===== config.mk =====
export PLATFORM = sky130hd
export DESIGN_NAME = expr_result_fifo_flat
export DESIGN_NICKNAME = d
export VERILOG_FILES = /design/src/rtl/expr_result_fifo_if.sv /design/src/rtl/expr_result_fifo.sv /design/src/flat_wrapper.sv
export SDC_FILE = /design/constraint.sdc
export NUM_CORES = 1
export LEC_CHECK = 0
export BUFFER_PORTS_ARGS = -buffer_cell sky130_fd_sc_hd__buf_2
export CAP_MARGIN = 20
export CORE_MARGIN = 5
export CORE_UTILIZATION = 51
export DETAILED_ROUTE_END_ITERATION = 7
export PLACE_DENSITY = 0.73
export SYNTH_ARGS = -nofsm -noshare
export SYNTH_HDL_FRONTEND = slang
export SYNTH_SLANG_ARGS = --single-unit

===== constraint.sdc =====
create_clock -name clk -period 2.9 [get_ports clk]
set_input_delay 0.29 -clock clk [delete_from_list [all_inputs] [get_ports clk]]
set_output_delay 0.29 -clock clk [all_outputs]
set_load 0.01 [all_outputs]

===== src/rtl/expr_result_fifo_if.sv =====
// Result handshake bundle between the arithmetic stage, the FIFO and its consumer.
// The producer/consumer side uses master; the FIFO uses slave.
interface expr_result_fifo_if #(
    parameter int WIDTH = 16
);
    logic                 in_valid;
    logic [2*WIDTH-1:0]   in_data;
    logic                 out_valid;
    logic                 out_ready;
    logic [2*WIDTH-1:0]   out_data;

    modport master (
        output in_valid, in_data, out_ready,
        input  out_valid, out_data
    );

    modport slave (
        input  in_valid, in_data, out_ready,
        output out_valid, out_data
    );
endinterface


===== src/rtl/expr_result_fifo.sv =====
// Result FIFO behind the arithmetic stage; drops pushes when full (no backpressure).
// Define EXPR_FIFO_DROP_CNT_EN to enable the saturating drop_cnt counter.
module expr_result_fifo #(
    parameter int WIDTH = 16,
    parameter int DEPTH = 4
) (
    input  logic                     clk,
    input  logic                     rst_n,
    expr_result_fifo_if.slave        bus,
    output logic [$clog2(DEPTH):0]   count,
    output logic                     full,
    output logic                     empty,
    output logic                     overflow,
    output logic [7:0]               drop_cnt
);
    localparam int DW = 2 * WIDTH;
    localparam int AW = $clog2(DEPTH);
    localparam int CW = AW + 1;
    localparam logic [CW-1:0] DEPTH_C = CW'(DEPTH);

    logic [DW-1:0] mem [DEPTH];
    logic [AW-1:0] wr_ptr;
    logic [AW-1:0] rd_ptr;
    logic          push;
    logic          pop;
    logic          drop;

    assign empty = (count == '0);
    assign full  = (count == DEPTH_C);

    always_comb begin
        pop  = !empty && bus.out_ready;
        push = bus.in_valid && (!full || pop);
        drop = bus.in_valid && full && !pop;
    end

    // Storage is not reset; out_data is masked while empty instead.
    always_ff @(posedge clk) begin
        if (push) begin
            mem[wr_ptr] <= bus.in_data;
        end
    end

    always_ff @(posedge clk or negedge rst_n) begin
        if (!rst_n) begin
            wr_ptr   <= '0;
            rd_ptr   <= '0;
            count    <= '0;
            overflow <= 1'b0;
        end else begin
            if (push) begin
                wr_ptr <= wr_ptr + 1'b1;
            end
            if (pop) begin
                rd_ptr <= rd_ptr + 1'b1;
            end
            case ({push, pop})
                2'b10:   count <= count + 1'b1;
                2'b01:   count <= count - 1'b1;
                default: count <= count;
            endcase
            if (drop) begin
                overflow <= 1'b1;
            end
        end
    end

`ifdef EXPR_FIFO_DROP_CNT_EN
    always_ff @(posedge clk or negedge rst_n) begin
        if (!rst_n) begin
            drop_cnt <= '0;
        end else if (drop && (drop_cnt != 8'hFF)) begin
            drop_cnt <= drop_cnt + 8'd1;
        end
    end
`else
    assign drop_cnt = '0;
`endif

    assign bus.out_valid = !empty;
    assign bus.out_data  = empty ? '0 : mem[rd_ptr];

endmodule


===== src/flat_wrapper.sv =====
// flat-port wrapper written by rule: the top's interface ports become plain ports
module expr_result_fifo_flat 
#(
    parameter int WIDTH = 16,
    parameter int DEPTH = 4
)
  (clk, rst_n, count, full, empty, overflow, drop_cnt, bus_in_valid, bus_in_data, bus_out_ready, bus_out_valid, bus_out_data);
  expr_result_fifo_if #(.WIDTH(WIDTH)) bus_i ();
  input  logic clk;
  input  logic rst_n;
  output logic [$clog2(DEPTH):0] count;
  output logic full;
  output logic empty;
  output logic overflow;
  output logic [7:0] drop_cnt;
  input wire logic [$bits(bus_i.in_valid)-1:0] bus_in_valid;
  input wire logic [$bits(bus_i.in_data)-1:0] bus_in_data;
  input wire logic [$bits(bus_i.out_ready)-1:0] bus_out_ready;
  output wire logic [$bits(bus_i.out_valid)-1:0] bus_out_valid;
  output wire logic [$bits(bus_i.out_data)-1:0] bus_out_data;
  assign bus_i.in_valid = bus_in_valid;
  assign bus_i.in_data = bus_in_data;
  assign bus_i.out_ready = bus_out_ready;
  assign bus_out_valid = bus_i.out_valid;
  assign bus_out_data = bus_i.out_data;
  expr_result_fifo #(.WIDTH(WIDTH), .DEPTH(DEPTH)) u_core (.clk(clk), .rst_n(rst_n), .bus(bus_i), .count(count), .full(full), .empty(empty), .overflow(overflow), .drop_cnt(drop_cnt));
endmodule

==> results of run 1 <==
## cells in the mapped netlist, drive strengths merged
cell    count
a31o        1
mux4       32
buf        16
clkbuf      4
dfrtp       8
o21ai       1
conb        1
xnor2       3
fa          1
or3         1
nand2       1
ha          5
mux2        1
nand3       1
and2       36
nor3b       1
inv         8
a21boi      1
nor2        2
edfxtp    128
xor2        3
## flip-flops by register name, summed over array words and instances (netlist names)
name and flops:
u_core.mem 128, u_core.count 3, u_core.rd_ptr 2, u_core.wr_ptr 2, u_core.overflow 1
## power breakdown
| group | internal, mW | total (mW) | switching [mW] |
|---|---|---|---|
| Clock | 1.38 | 2.14 | 0.759 |
| Combinational | 1.12 | 2.20 | 1.08 |
| Sequential | 2.60 | 2.81 | 0.205 |
| Total | 5.11 | 7.15 | 2.04 |
## path summary, 6_finish.rpt
kind | cells past startpoint | slack, ps | start | endpoint
max | 4 | 360 | u_core.rd_ptr[0]$_DFFE_PN0P_ | bus_out_data[31]
min | 1 | 30 | bus_in_data[1] | u_core.mem[3][1]$_DFFE_PP_
max reg2reg | 9 | 800 | u_core.count[0]$_DFFE_PN0P_ | u_core.count[2]$_DFFE_PN0P_
min reg2reg | 1 | 480 | u_core.overflow$_DFFE_PN0P_ | u_core.overflow$_DFFE_PN0P_
max in group asynchronous | 2 | 2560 | rst_n | u_core.rd_ptr[0]$_DFFE_PN0P_
min in group asynchronous | 2 | 150 | rst_n | u_core.count[2]$_DFFE_PN0P_
## layout make-up
class / instances / area (sq um)
clock inverters: 14 / 181
multi-input cells: 98 / 1200
inverters: 8 / 30.0
clock buffers: 18 / 418
well taps: 136 / 170
repair buffers: 116 / 788
flip-flops and latches: 136 / 4050
fillers: 686 / 3490
## metal layers
layer,GRT usage (%),share of wire (%),vias to the layer above
li1,-,-,1229
met1,21.1,43,1362
met2,26.7,50,78
met3,5.03,5.1,15
met4,6.25,1.4,0
met5,0,0,-
## cells by family (layout without fill, tap and decap cells)
group                    Yosys count  after routing  synth area share (%)
flip-flops                       136            136                  74.7
multiplexers                      33             33                  13.8
AO/OA/AOI/OAI                      3              3                 0.462
AND/OR/NAND/NOR                   42             42                  4.81
adder cells (fa/ha/maj)            6              6                  1.53
XOR/XNOR                           6              6                 0.971
other                              1              8                0.0693
buffers and inverters             28            156                  3.63
## worst register-to-register path: cells and delay by family (launching register included)
family / cells / cell delay, ps
AND/OR/NAND/NOR: 2 / 420
flip-flops: 1 / 440
AO/OA/AOI/OAI: 1 / 150
adder cells (fa/ha/maj): 2 / 540
XOR/XNOR: 2 / 320
buffers and inverters: 2 / 140
## stage by stage
step	util [%]	hold WS (ps)	worst slack [ps]	instances	area, sq um
floorplan	-	-5.59	789	262	5440
global placement	57.4	147	875	463	5930
detailed placement	57.4	153	813	463	5930
CTS	66.2	2.47	294	526	6840
global route	66.2	1.02	191	526	6840
finish	66.2	25.4	362	526	6840
==> summary.txt, run 1 <==
Outcome
  • Outcome: completed

Placement
  • PortBufs: 74
  • Detailed placement HPWL: 5.93 mm
  • GPL Wtd Cong: 0.701

Clock tree
  • Hold Buf Count CTS: 31
  • Post-CTS Setup Bufs: 0
  • Inserted Clock Buffers: 17
  • Post-CTS sizing: 0
  • H-tree levels: 4
  • Clk_lat worst skew: 510 ps
  • CTS tree: yes
  • Clk root buf: clkbuf_8
  • Worst-path clk slew: 60 ps
  • Clock Tree Buf Depth: 2
  • CTS sink cnt: 136

Finish
  • Most frequent cells in the layout: edfxtp_1, buf_2, and2_1, dlygate4sd3_1, mux4_2
  • Most common cell after layout, fill and taps aside: edfxtp_1
  • Ratio of cells with drive above 1 in the final layout: 39.0%
  • Synth-to-layout area growth: 26.3%
  • Ant. Diodes: 0
  • Nets: 419

Drt
  • 1st-iter DRT viols: 163
  • DRC violation count after routing: 0
  • Wirelength per Cell: 18.4 um
  • Drt pass-1 iters: 4
  • Wirelength, routed: 9.67 mm
  • DR vias: 2,684
  • Antenna viol nets, final: 0
  • DR vias/cell: 5.10

Worst setup path
  • Max Fanout on Critical Path: 18
  • CP peak stage delay: 610 ps
  • Critical Path End Type: primary output
  • Required @ worst endpoint: 2610 ps
  • WP data arrival: 2250 ps
  • Bufs and invs on worst path: 2
  • Setup CP Type: reg -> out
  • Slowest cell on the critical path: dfrtp_2
  • Crit-path cells: buf_12 > mux4_1 > and2_1 > buf_2
  • Top cell family by delay on the critical path: flip-flops
  • Startpoint types: flop

Power
  • Final Power: 7.15 mW
  • Worst VDD drop: 0.660 mV
  • Power Dens Cells: 1050 mW/mm^2
  • Leakage power: 2.51 nW

Yosys
  • Post-Syn Area: 0.00541 sq mm
  • Cells after synthesis: 255
  • #FFs+latches synth: 136
  • Synth cell types: 25
  • Post-synthesis sequential area ratio: 74.7%
  • Area share of the largest cell type after synthesis: 71.0%
  • YS warnings: 0
  • Syn avg cell area: 21.2 sq um
  • Cell taking the most area after synthesis: edfxtp_1
  • Synth top area cells: edfxtp_1, mux4_2, and2_1, dfrtp_1, mux4_1

Global routing
  • Largest net degree at the start of global routing: 35
  • First-pass GRT wire length: 15.6 mm
  • Total track usage: 16.5%
  • Global route total overflow: 0
  • Antenna violations before repair: 0
  • Vias in the first global route: 2,968

Timing
  • Tmin final: 2540 ps
  • Max-slew violation count: 0
  • Crit share post-route: 87.5%
  • Setup violators final: 0
  • Max_slew headroom: 61.4%
  • Hold Violations, Final: 0
  • Measured slew at the worst slew-check pin: 579 ps
  • RSZ-0062 raised after global routing: false
  • Max Fclk: 0.394 GHz
  • Final TNS setup: 0 ps
  • Fin Clk Skew: 4.66 ps

Floorplanning
  • Die Width: 113 um
  • Initial Util: 52.4%
  • IO Count: 83
  • Row Count: 37
  • Die ar.: 0.0128 sq mm
  • Core area: 0.0103 sq mm
  • Die Ht: 113 um

Flow run
  • Max-cap violations: 0

Min path
  • HP Class: in -> reg
Note: power is estimated with default switching activity, not from simulation.
==> run 2, diff against run 1 <==
- PLACE_DENSITY: 0.73 -> 0.76
- clock period: 2.9 -> 2.2 ns (I/O delays scaled with it)
==> run 2 against run 1 <==
- the flow now finishes with violations (setup timing)
- largest cell class unchanged
- clock-buffer cell count is the same
- non-clock buffer count up 14
- flip-flop and latch count unchanged
==> summary.txt, run 2 (synthesized netlist as in run 1, its figures left out) <==
Clock tree
  • Clock Tree Buf Depth: 2
  • Inserted Clock Buffers: 17
  • Clk_lat worst skew: 510 ps
  • Clk root buf: clkbuf_8
  • CTS sink cnt: 136
  • H-tree levels: 4
  • Worst-path clk slew: 60 ps
  • CTS tree: yes

Global routing
  • Global route total overflow: 0
  • First-pass GRT wire length: 15.6 mm
  • Vias in the first global route: 3,026
  • Total track usage: 16.4%
  • Antenna violations before repair: 0
  • Largest net degree at the start of global routing: 35

Power
  • Switching part of the total: 27.2%
  • Comb pwr share: 39.3%
  • P_sw: 2.93 mW
  • Flop pwr share: 33.5%
  • Leakage power: 2.71 nW
  • Worst VDD drop: 0.884 mV
  • Power Dens Cells: 1480 mW/mm^2
  • Int Pwr: 7.85 mW
  • Final Power: 10.8 mW
  • Clock share of power: 27.2%

Drt
  • Wirelength per Cell: 18.7 um
  • Antenna viol nets, final: 0
  • DR vias/cell: 5.16
  • Wirelength, routed: 10.1 mm
  • 1st-iter DRT viols: 164
  • DR vias: 2,786
  • DRC violation count after routing: 0
  • Drt pass-1 iters: 4

Floorplanning
  • Core area: 0.0103 sq mm
  • Initial Util: 52.4%
  • Die Ht: 113 um
  • Die Width: 113 um
  • Die ar.: 0.0128 sq mm
  • IO Count: 83
  • Row Count: 37

Outcome
  • Failing checks: setup timing
  • Outcome: complete, but fails checks

Worst setup path
  • Worst reg2reg path startpoint: u_core.count[1]$_DFFE_PN0P_
  • Setup crit end: bus_out_data[5]
  • Required @ worst endpoint: 1980 ps
  • WP data arrival: 2010 ps
  • Launch point of the worst path: u_core.rd_ptr[0]$_DFFE_PN0P_
  • R2R setup slack: 160 ps
  • Setup CP Type: reg -> out
  • FF-to-FF path depth: 9
  • Startpoint types: flop
  • Max Fanout on Critical Path: 6
  • Critical Path End Type: primary output
  • Worst R2R End: u_core.count[2]$_DFFE_PN0P_

Finish
  • Ratio of cells with drive above 1 in the final layout: 48.5%
  • Most common cell after layout, fill and taps aside: edfxtp_1
  • Top reg by flops: u_core.mem
  • Most frequent cells in the layout: edfxtp_1, buf_2, dlygate4sd3_1, mux4_2, buf_6
  • Nets: 433
  • Max reg flops: 128
  • Ant. Diodes: 0
  • Synth-to-layout area growth: 34.4%
  • Regs by FF count: u_core.mem x128, u_core.count x3
  • Number of fill cells: 638

Timing
  • RSZ-0062 raised after global routing: true
  • Max-slew violation count: 0
  • Crit share post-route: 101%
  • Tmin final: 2230 ps
  • Fin worst setup slack: -30.4 ps
  • Fin Clk Skew: 6.44 ps
  • Hold Violations, Final: 0
  • Max Fclk: 0.448 GHz
  • Setup violators final: 12

Placement
  • Detailed placement HPWL: 5.84 mm
  • Post-place setup slack: 98.6 ps
  • PortBufs: 74
  • GPL Wtd Cong: 0.688

Min path
  • HP Class: in -> reg

Flow run
  • Max-cap violations: 0
==> run 2: cell count changes in the layout (fill, tap and decap cells not counted), moves of 4 or more <==
cell,previous run,this run
mux4_1,4,0
and2_4,0,26
buf_2,74,48
mux4_2,28,32
buf_6,0,29
and2_1,32,6
==> run 2: per-stage QoR <==
stage,area [sq um],cells,utilization (%),setup TNS (ps),hold slack (ps)
detailed placement,5940,465,57.6,0,75.8
global route,7270,540,70.5,-2290,5.47
finish,7270,540,70.5,-231,17.0
floorplan,5440,262,-,0,-75.6
global placement,5940,465,57.6,0,78.2
CTS,7030,534,68.1,-1500,1.27
==> run 2: area by class of cell <==
cell class	count	area, sq um	area share [%]
Sequential cell	136	4050	55.7
Multi-Input combinational cell	98	1260	17.4
Timing Repair Buffer	130	1140	15.6
Clock buffer	18	418	5.74
Clock inverter	14	205	2.82
Tap cell	136	170	2.34
Inverter	8	30.0	0.413
==> run 2: critical path, cell delays in order (launching register included) <==
cell       delay [ps]
dfrtp_4           420
buf_8             140
clkbuf_16         160
mux4_2            490
and2_4            180
buf_6             110
==> run 2: layer usage <==
layer  wire (um)  part of all wire, %  track usage (%)
met5           0                    0                0
met4          61                 0.60             4.33
met3         676                  6.7             5.78
met2        5250                   52             27.1
met1        4090                   41             20.9
==> run 2: how the worst min path moves through the flow <==
| stage | startpoint | endpoint | slack, ps | cells after the start |
|---|---|---|---|---|
| 6_report | bus_out_ready | u_core.rd_ptr[1]$_DFFE_PN0P_ | 20 | 3 |
| 5_1_grt | bus_out_ready | u_core.rd_ptr[1]$_DFFE_PN0P_ | 5 | 3 |
| 4_1_cts | bus_out_ready | u_core.rd_ptr[1]$_DFFE_PN0P_ | 1 | 3 |
| 3_5_place_dp | rst_n | u_core.count[0]$_DFFE_PN0P_ | 80 | 1 |
| 3_3_place_gp | rst_n | u_core.count[1]$_DFFE_PN0P_ | 80 | 1 |
| 2_1_floorplan | rst_n | u_core.count[0]$_DFFE_PN0P_ | -80 | 0 |
==> run 2: timing repair <==
item	in CTS	in global routing
pin swaps	3	1
setup endpoints to repair	32	33
cloned	0	2
buffers inserted	3	4
hold buffers	34	0
gates resized for setup	27	41
hold endpoints to repair	137	0
==> run 2: power groups by stage <==
stage                     logic (mW)  registers [mW]  clock network [mW]
after floorplan                 2.09            3.61                   0
after global placement          2.98            3.66                   0
after global routing            4.56            3.66                3.13
final                           4.24            3.61                2.94
after detailed placement        3.02            3.70                   0
after CTS                       3.56            3.64                2.99
==> run 3, diff against run 2 <==
- PLACE_DENSITY: 0.76 -> 0.73
- clock period: 2.2 -> 2.7 ns (I/O delays scaled with it)
==> run 3 against run 2 <==
- the flow now finishes without violations
- clock-buffer cell count is 1 higher
- worst setup slack better by 190 ps
- sequential share of layout area is 3.2 points higher
- non-clock buffer count is 12 lower
- global-route usage is 0.12 points lower
- clock power is 25% lower
- final cell count is 2.2% lower
- final area is 5.5% lower
- critical path depth is 1 lower
- register-to-register slack better by 450 ps
- routed wire length is 3.4% lower
- sequential power is 16% lower
==> summary.txt, run 3 (synthesized netlist as in run 1, its figures left out) <==
Worst setup path
  • Startpoint types: flop
  • Setup CP Type: reg -> out
  • Critical Path Stages: 4
  • WP data arrival: 2270 ps
  • Bufs and invs on worst path: 2
  • Max Fanout on Critical Path: 15
  • CP peak stage delay: 690 ps
  • Top cell family by delay on the critical path: flip-flops
  • Required @ worst endpoint: 2430 ps
  • Critical Path End Type: primary output
  • R2R setup slack: 610 ps
  • Slowest cell on the critical path: dfrtp_2
  • FF-to-FF path depth: 9
  • Crit-path cells: buf_4 > mux4_2 > and2_1 > buf_2

Placement
  • Placed Cells: 462
  • PortBufs: 74
  • GPL Wtd Cong: 0.741
  • Detailed placement HPWL: 5.79 mm

Timing
  • Setup violators final: 0
  • Fin Clk Skew: 9.00 ps
  • RSZ-0062 raised after global routing: false
  • Hold Violations, Final: 0
  • Measured slew at the worst slew-check pin: 593 ps
  • Max-slew violation count: 0
  • Max Fclk: 0.393 GHz
  • Crit share post-route: 94.2%
  • Max_slew headroom: 60.5%
  • Final TNS setup: 0 ps
  • Tmin final: 2540 ps

Global routing
  • Global route total overflow: 0
  • First-pass GRT wire length: 15.6 mm
  • Total track usage: 16.3%
  • Vias in the first global route: 2,947
  • Largest net degree at the start of global routing: 35
  • Antenna violations before repair: 0

Clock tree
  • Worst-path clk slew: 60 ps
  • Inserted Clock Buffers: 17
  • H-tree levels: 4
  • Post-CTS Setup Bufs: 0
  • Clk_lat worst skew: 510 ps
  • CTS sink cnt: 136
  • Clk root buf: clkbuf_8
  • Clock Tree Buf Depth: 2
  • CTS tree: yes

Power
  • Power Dens Cells: 1110 mW/mm^2
  • Leakage power: 2.52 nW
  • Flop pwr share: 39.9%
  • Worst VDD drop: 0.655 mV
  • Clock share of power: 28.9%
  • Switching part of the total: 28.9%
  • Int Pwr: 5.44 mW
  • Comb pwr share: 31.1%
  • P_sw: 2.21 mW

Drt
  • DRC violation count after routing: 0
  • DR vias: 2,681
  • DR vias/cell: 5.08
  • Drt pass-1 iters: 4
  • Wirelength per Cell: 18.4 um
  • Wirelength, routed: 9.74 mm
  • Antenna viol nets, final: 0
  • 1st-iter DRT viols: 128

Finish
  • Synth-to-layout area growth: 27.0%
  • Most frequent cells in the layout: edfxtp_1, buf_2, dlygate4sd3_1, and2_1, mux4_2
  • Ant. Diodes: 0
  • Regs by FF count: u_core.mem x128, u_core.count x3
  • Nets: 421
  • Register area: 0.00405 sq mm
  • Multi-input logic area: 0.00120 sq mm
  • Finished Layout Cells: 528
  • Ratio of cells with drive above 1 in the final layout: 38.3%
  • Most common cell after layout, fill and taps aside: edfxtp_1
  • Max reg flops: 128
  • Top reg by flops: u_core.mem
  • Number of fill cells: 695

Min path
  • WHS Path Cells: 3
  • HP Class: in -> reg

Floorplanning
  • Core area: 0.0103 sq mm
  • Initial Util: 52.4%
  • Die Width: 113 um
  • Die Ht: 113 um
  • Row Count: 37
  • IO Count: 83
  • Die ar.: 0.0128 sq mm

Flow run
  • Max-cap violations: 0

Outcome
  • Outcome: completed
run 3: area by class of cell:
type                       count  area share [%]
multi-input combinational     98            17.5
timing repair buffer         118            12.3
clock inverter                13            2.24
tap                          136            2.48
inverter                       8           0.437
sequential                   136            58.9
clock buffer                  19            6.14
run 3: per-stage QoR:
step / hold slack, ps / total power [mW] / instance area [sq um] / worst slack (ps) / util (%)
after floorplan: -25.6 / 4.65 / 5440 / 589 / -
after global placement: 120 / 5.45 / 5960 / 646 / 57.7
after detailed placement: 122 / 5.49 / 5960 / 624 / 57.7
after CTS: 41.6 / 7.76 / 6870 / 78.1 / 66.6
after global routing: 52.7 / 8.05 / 6870 / 15.5 / 66.6
final: 57.7 / 7.65 / 6870 / 157 / 66.6
run 3: tightest hold or removal path, stage by stage:
cell	delay, ps
buf_2	110
nand3_1	90
xnor2_1	60
run 3: metal layers:
metal | GRT usage [%] | share of wire (%)
met5 | 0 | 0
met4 | 5.29 | 1.1
met3 | 4.33 | 5.4
met2 | 27.1 | 52
met1 | 21.0 | 42
run 3: timing repair:
action | in CTS | in global routing
hold buffers | 34 | 0
gates resized for setup | 0 | 0
endpoints found under the hold margin | 137 | 0
run 3: final timing paths:
check,to,start
min,u_core.rd_ptr[1]$_DFFE_PN0P_,bus_out_ready
max reg2reg,u_core.count[2]$_DFFE_PN0P_,u_core.count[0]$_DFFE_PN0P_
min reg2reg,u_core.overflow$_DFFE_PN0P_,u_core.overflow$_DFFE_PN0P_
max,bus_out_data[26],u_core.rd_ptr[0]$_DFFE_PN0P_
min in group asynchronous,u_core.overflow$_DFFE_PN0P_,rst_n
max in group asynchronous,u_core.rd_ptr[1]$_DFFE_PN0P_,rst_n
run 3: power groups by stage:
| stage | Combinational (mW) | Sequential (mW) | Clock (mW) |
|---|---|---|---|
| floorplan | 1.70 | 2.94 | 0 |
| global placement | 2.37 | 3.08 | 0 |
| detailed placement | 2.39 | 3.10 | 0 |
| CTS | 2.44 | 3.07 | 2.25 |
| global route | 2.59 | 3.11 | 2.35 |
| finish | 2.38 | 3.05 | 2.21 |
